[config.mk]
export PLATFORM = sky130hd
export DESIGN_NAME = stopwatch_mmss_flat
export DESIGN_NICKNAME = d
export VERILOG_FILES = /design/src/rtl/stopwatch_pkg.sv /design/src/rtl/stopwatch_mmss_if.sv /design/src/rtl/bcd_to_sevenseg.sv /design/src/rtl/stopwatch_mmss.sv /design/src/flat_wrapper.sv
export SDC_FILE = /design/constraint.sdc
export NUM_CORES = 1
export LEC_CHECK = 0
export CAP_MARGIN = 20
export CORE_UTILIZATION = 50
export DETAILED_ROUTE_END_ITERATION = 6
export PLACE_DENSITY = 0.77
export SLEW_MARGIN = 40
export SYNTH_ARGS = -nofsm -noshare
export SYNTH_HDL_FRONTEND = slang
export SYNTH_SLANG_ARGS = --single-unit
[constraint.sdc]
create_clock -name timer -period 3.6 [get_ports timer]
set_input_delay 0.36 -clock timer [delete_from_list [all_inputs] [get_ports timer]]
set_output_delay 0.36 -clock timer [all_outputs]
set_load 0.01 [all_outputs]
[src/rtl/stopwatch_pkg.sv]
// Shared constants for the MM:SS stopwatch: count limits, active-low segment
// patterns {g,f,e,d,c,b,a} and the active-low anode pattern for each digit slot.
package stopwatch_pkg;

    localparam logic [5:0] MAX_SEC = 6'd59;
    localparam logic [5:0] MAX_MIN = 6'd59;

    localparam logic [6:0] SEG_0     = 7'b1000000;
    localparam logic [6:0] SEG_1     = 7'b1111001;
    localparam logic [6:0] SEG_2     = 7'b0100100;
    localparam logic [6:0] SEG_3     = 7'b0110000;
    localparam logic [6:0] SEG_4     = 7'b0011001;
    localparam logic [6:0] SEG_5     = 7'b0010010;
    localparam logic [6:0] SEG_6     = 7'b0000010;
    localparam logic [6:0] SEG_7     = 7'b1111000;
    localparam logic [6:0] SEG_8     = 7'b0000000;
    localparam logic [6:0] SEG_9     = 7'b0010000;
    localparam logic [6:0] SEG_BLANK = 7'b1111111;

    localparam logic [3:0] ANODE_ON_0 = 4'b1110;
    localparam logic [3:0] ANODE_ON_1 = 4'b1101;
    localparam logic [3:0] ANODE_ON_2 = 4'b1011;
    localparam logic [3:0] ANODE_ON_3 = 4'b0111;

    // Scan slot order, rightmost digit first.
    typedef enum logic [1:0] {
        DIG_SEC_ONES = 2'd0,
        DIG_SEC_TENS = 2'd1,
        DIG_MIN_ONES = 2'd2,
        DIG_MIN_TENS = 2'd3
    } digit_e;

endpackage

[src/rtl/stopwatch_mmss_if.sv]
// Control and display bundle of the stopwatch; the core is the slave, the
// board / higher-level logic is the master.
interface stopwatch_mmss_if;
    logic       enable;
    logic [5:0] minutes;
    logic [5:0] seconds;
    logic [6:0] seg;
    logic [3:0] an;

    modport master (output enable, input minutes, input seconds, input seg, input an);
    modport slave  (input enable, output minutes, output seconds, output seg, output an);
endinterface

[src/rtl/bcd_to_sevenseg.sv]
// Combinational decimal digit to active-low seven-segment pattern; values
// above 9 blank the digit.
module bcd_to_sevenseg
    import stopwatch_pkg::*;
(
    input  logic [3:0] digit,
    output logic [6:0] seg
);

    always_comb begin
        seg = SEG_BLANK;
        case (digit)
            4'd0: seg = SEG_0;
            4'd1: seg = SEG_1;
            4'd2: seg = SEG_2;
            4'd3: seg = SEG_3;
            4'd4: seg = SEG_4;
            4'd5: seg = SEG_5;
            4'd6: seg = SEG_6;
            4'd7: seg = SEG_7;
            4'd8: seg = SEG_8;
            4'd9: seg = SEG_9;
            default: seg = SEG_BLANK;
        endcase
    end

endmodule

[src/rtl/stopwatch_mmss.sv]
// MM:SS stopwatch with enable-gated one-second prescaler and a free-running
// 4-digit multiplexed common-anode display driver.
module stopwatch_mmss
    import stopwatch_pkg::*;
#(
    parameter int TICK_DIV = 1,
    parameter int SCAN_DIV = 1
) (
    input  logic            timer,
    input  logic            reset,
    stopwatch_mmss_if.slave bus
);

    localparam int TICK_W = (TICK_DIV > 1) ? $clog2(TICK_DIV) : 1;
    localparam int SCAN_W = (SCAN_DIV > 1) ? $clog2(SCAN_DIV) : 1;
    localparam logic [TICK_W-1:0] TICK_LAST = TICK_W'(TICK_DIV - 1);
    localparam logic [SCAN_W-1:0] SCAN_LAST = SCAN_W'(SCAN_DIV - 1);

    logic [TICK_W-1:0] tick_cnt_q, tick_cnt_d;
    logic [SCAN_W-1:0] scan_cnt_q, scan_cnt_d;
    logic [5:0]        seconds_q, seconds_d;
    logic [5:0]        minutes_q, minutes_d;
    digit_e            scan_idx_q, scan_idx_d;
    logic              tick;
    logic [3:0]        digit;
    logic [3:0]        an_c;

    always_comb begin
        tick       = bus.enable && (tick_cnt_q == TICK_LAST);
        tick_cnt_d = tick_cnt_q;
        seconds_d  = seconds_q;
        minutes_d  = minutes_q;
        if (bus.enable) begin
            tick_cnt_d = tick ? '0 : tick_cnt_q + 1'b1;
        end
        if (tick) begin
            if (seconds_q < MAX_SEC) begin
                seconds_d = seconds_q + 6'd1;
            end else begin
                seconds_d = '0;
                minutes_d = (minutes_q < MAX_MIN) ? minutes_q + 6'd1 : '0;
            end
        end
    end

    // Scan timing ignores enable so a held count stays visible.
    always_comb begin
        scan_cnt_d = (scan_cnt_q == SCAN_LAST) ? '0 : scan_cnt_q + 1'b1;
        scan_idx_d = (scan_cnt_q == SCAN_LAST) ? digit_e'(scan_idx_q + 2'd1) : scan_idx_q;
    end

    always_ff @(posedge timer or negedge reset) begin
        if (!reset) begin
            tick_cnt_q <= '0;
            scan_cnt_q <= '0;
            seconds_q  <= '0;
            minutes_q  <= '0;
            scan_idx_q <= DIG_SEC_ONES;
        end else begin
            tick_cnt_q <= tick_cnt_d;
            scan_cnt_q <= scan_cnt_d;
            seconds_q  <= seconds_d;
            minutes_q  <= minutes_d;
            scan_idx_q <= scan_idx_d;
        end
    end

    always_comb begin
        digit = 4'(seconds_q % 6'd10);
        an_c  = ANODE_ON_0;
        case (scan_idx_q)
            DIG_SEC_ONES: begin an_c = ANODE_ON_0; digit = 4'(seconds_q % 6'd10); end
            DIG_SEC_TENS: begin an_c = ANODE_ON_1; digit = 4'(seconds_q / 6'd10); end
            DIG_MIN_ONES: begin an_c = ANODE_ON_2; digit = 4'(minutes_q % 6'd10); end
            DIG_MIN_TENS: begin an_c = ANODE_ON_3; digit = 4'(minutes_q / 6'd10); end
            default:      begin an_c = ANODE_ON_0; digit = 4'(seconds_q % 6'd10); end
        endcase
    end

    bcd_to_sevenseg u_seg (
        .digit (digit),
        .seg   (bus.seg)
    );

    assign bus.an      = an_c;
    assign bus.minutes = minutes_q;
    assign bus.seconds = seconds_q;

endmodule

[src/flat_wrapper.sv]
// flat-port wrapper written by rule: the top's interface ports become plain ports
module stopwatch_mmss_flat import stopwatch_pkg::*;
#(
    parameter int TICK_DIV = 1,
    parameter int SCAN_DIV = 1
)
  (timer, reset, bus_enable, bus_minutes, bus_seconds, bus_seg, bus_an);
  stopwatch_mmss_if bus_i ();
  input  logic timer;
  input  logic reset;
  input wire logic [$bits(bus_i.enable)-1:0] bus_enable;
  output wire logic [$bits(bus_i.minutes)-1:0] bus_minutes;
  output wire logic [$bits(bus_i.seconds)-1:0] bus_seconds;
  output wire logic [$bits(bus_i.seg)-1:0] bus_seg;
  output wire logic [$bits(bus_i.an)-1:0] bus_an;
  assign bus_i.enable = bus_enable;
  assign bus_minutes = bus_i.minutes;
  assign bus_seconds = bus_i.seconds;
  assign bus_seg = bus_i.seg;
  assign bus_an = bus_i.an;
  stopwatch_mmss #(.TICK_DIV(TICK_DIV), .SCAN_DIV(SCAN_DIV)) u_core (.timer(timer), .reset(reset), .bus(bus_i));
endmodule
==> impl_metrics.json <==
{
  "crit_type": "reg -> out",
  "routed_wl_mm": 4.26,
  "worst_pin_slew_ns": 0.656,
  "grt_use_total": 0.238,
  "min_period_ns": 3.66,
  "cts.sinks": 15,
  "post-place-ws_ns": -0.108,
  "wl_per_cell_um": 13.7,
  "cts-root-buf": "clkbuf_4",
  "leakagePower_nw": 0.986,
  "h-tree-depth": 1,
  "maxSlewViolCount": 0,
  "fin_setup_tns_ns": -0.158,
  "status": "complete, but fails checks",
  "place_area_sq_um": 2310,
  "cts_tree": "done",
  "syn_area_sq_um": 1790,
  "ys.flop_type": "dfrtp_1",
  "hold_viol": 0,
  "crit_fanout": 4,
  "hpwl_mm": 3.20,
  "routed-via-count": 1753,
  "synth-seq-cells": 15,
  "ant_nets": 0,
  "fin_crit_sh": 1.02,
  "area_growth_pct": 32.8,
  "relSlewSlack": 0.561,
  "initial_core_util": 0.528,
  "gp_congestion": 0.846,
  "async_flop_share": 1.00,
  "hp-class": "in -> async",
  "cp_top_family": "compound AO/OA/AOI/OAI gates",
  "skew_ns": 0.00166,
  "num_antenna_cells": 0,
  "cp-start-kind": "flop",
  "seq_area_frac_synth": 0.210,
  "clk_pin_slew_ns": 0.09,
  "final_cell_mix": "buf_4, nand2_1, o21ai_0, clkdlybuf4s50_1, dfrtp_1",
  "rrSetupSlack_ns": 1.48,
  "antenna_found_initial": 0,
  "firstDrtPassIters": 4,
  "grt_overflow": 0,
  "grt_pass1_vias": 1498,
  "layout.nets": 283,
  "yosys.cell_types.count": 57,
  "path_buf_inv": 5,
  "drt_iter0_markers": 166,
  "worstPathArrival_ns": 3.30,
  "drt_drc_violations_left": 0,
  "fmax_mhz": 273,
  "grt_setup_unrepaired": "yes",
  "maxCapViolations": 0,
  "vias_per_cell": 5.65,
  "cp_common_cell": "ha_4",
  "endpoint_kind": "primary output",
  "timing.final.ws_setup_ns": -0.0617,
  "synth_edf_count": 0,
  "worstSkewPairLatency_ns": 0.29,
  "fin_total_pwr_mw": 1.77,
  "io_pins": 26,
  "violations": "setup timing",
  "syn_nets": 228,
  "rows": 21,
  "netlist_instances": 210,
  "worstPathRequired_ns": 3.24,
  "cpPeakStageDelay_ns": 0.39,
  "numCtsBuffers": 3,
  "setup_viol": 5,
  "vdd_drop_max_mv": 0.450,
  "portBuffers": 25,
  "crit_path_cell_trace": "inv_2, ha_4, mux2_4, inv_4, ha_4, nor2_2, o22ai_1, a221o_1, o21ai_1, ha_1, a21oi_4, o41ai_4, buf_4, buf_6, o21a_1, a21oi_2, buf_2",
  "yosys_warnings": 0,
  "hold_buffers": 0,
  "final_common_cell": "buf_4",
  "dieArea_sq_um": 3820,
  "grt_max_degree": 17,
  "hold_ws_ns": 0.461,
  "core_sq_um": 3390,
  "clockBufferDepth": 2,
  "die-height_um": 61.8,
  "syn_area_per_cell_sq_um": 8.53,
  "p_per_area_nw_per_um2": 747,
  "grt_pass1_wl_mm": 6.81,
  "final_area_sq_um": 2380,
  "dieWidth_um": 61.8,
  "layout-drive-gt1-share": 0.314,
  "timing.critical_path.slowest_stage_cell": "dfrtp_1"
}
per-layer routing:
layer | global-route usage | share of wire | vias up
met2 | 0.384 | 0.46 | 27
met1 | 0.339 | 0.50 | 828
met5 | 0 | 0 | -
met3 | 0.0373 | 0.028 | 6
met4 | 0.0508 | 0.0080 | 0
li1 | - | - | 892
cell type report:
class / count / area (sq um)
Clock buffer: 4 / 26.3
Fill cell: 255 / 1010
Inverter: 16 / 65.1
Multi-Input combinational cell: 164 / 1320
Sequential cell: 15 / 375
Tap cell: 46 / 57.6
Timing Repair Buffer: 65 / 529
stage by stage:
| stage | util | cells |
|---|---|---|
| 2_1_floorplan | - | 210 |
| 3_3_place_gp | 0.683 | 301 |
| 3_5_place_dp | 0.683 | 301 |
| 4_1_cts | 0.691 | 308 |
| 5_1_grt | 0.701 | 310 |
| 6_report | 0.701 | 310 |
state kept, by name, indices dropped and copies added, names as in the netlist:
signal	flops
u_core.scan_idx_q	2
u_core.tick_cnt_q	1
u_core.bus.seconds	6
u_core.bus.minutes	6
cell families after synthesis:
group                    Yosys count  share of synthesized area
adder cells (fa/ha/maj)           16                      0.110
buffers and inverters             31                     0.0887
flip-flops                        15                      0.210
multiplexers                      16                      0.104
AND/OR/NAND/NOR                   56                      0.159
XOR/XNOR                           3                     0.0147
AO/OA/AOI/OAI                     73                      0.313
worst paths after layout:
path | from | to | cells after the start
setup / recovery | u_core.scan_idx_q[0] | bus_seg[6] | 17
hold / removal | reset | u_core.bus.seconds[0] | 1
setup reg to reg | u_core.bus.seconds[1] | u_core.bus.minutes[4] | 7
hold reg to reg | u_core.tick_cnt_q | u_core.tick_cnt_q | 1
max in group asynchronous | reset | u_core.bus.minutes[3] | 1
min in group timer | u_core.tick_cnt_q | u_core.tick_cnt_q | 1
worst reg2reg max path, stage by stage, from the launching register on:
cell     delay (ns)
dfrtp_1        0.44
ha_1           0.28
nor2_1         0.09
or2_2          0.36
nor2_1         0.49
nand3_1        0.17
nand2_1        0.10
o21ai_0        0.08
timing repair:
| item | 4_1_cts | 5_1_grt |
|---|---|---|
| gates cloned | 0 | 0 |
| pin swaps | 10 | 11 |
| resized for setup | 29 | 7 |
| buffers inserted | 4 | 2 |
| endpoints found under the setup margin | 7 | 7 |
cell usage after synthesis (all sizes together), types with 2 or more instances:
cell type  instances  area (sq um)
buf               11          77.6
clkbuf             4          16.3
o2111ai            3          26.3
nand3              7          47.6
a21oi             14          77.6
dfrtp             15           375
a211o              2          17.5
nor2              10          37.5
nor2b              2          12.5
a22oi              2          25.0
ha                15           188
and3               2          12.5
xnor2              3          26.3
nand4              3          18.8
a2111oi            2          36.3
mux2               9           113
nor3               2          10.0
mux2i              7          73.8
a41oi              3          26.3
nand2b             4          25.0
o31ai              3          36.3
nand2             20          75.1
o211ai             5          37.5
o21ai             20           100
a31oi              3          18.8
inv               16          65.1
a311oi             2          17.5
o22ai              2          12.5
report_power, final:
| group | switching (mW) | internal [mW] | total [mW] |
|---|---|---|---|
| clock | 0.0571 | 0.0432 | 0.100 |
| sequential | 0.0424 | 0.194 | 0.236 |
| combinational | 0.734 | 0.704 | 1.44 |
(Power assumes the default switching activity.)
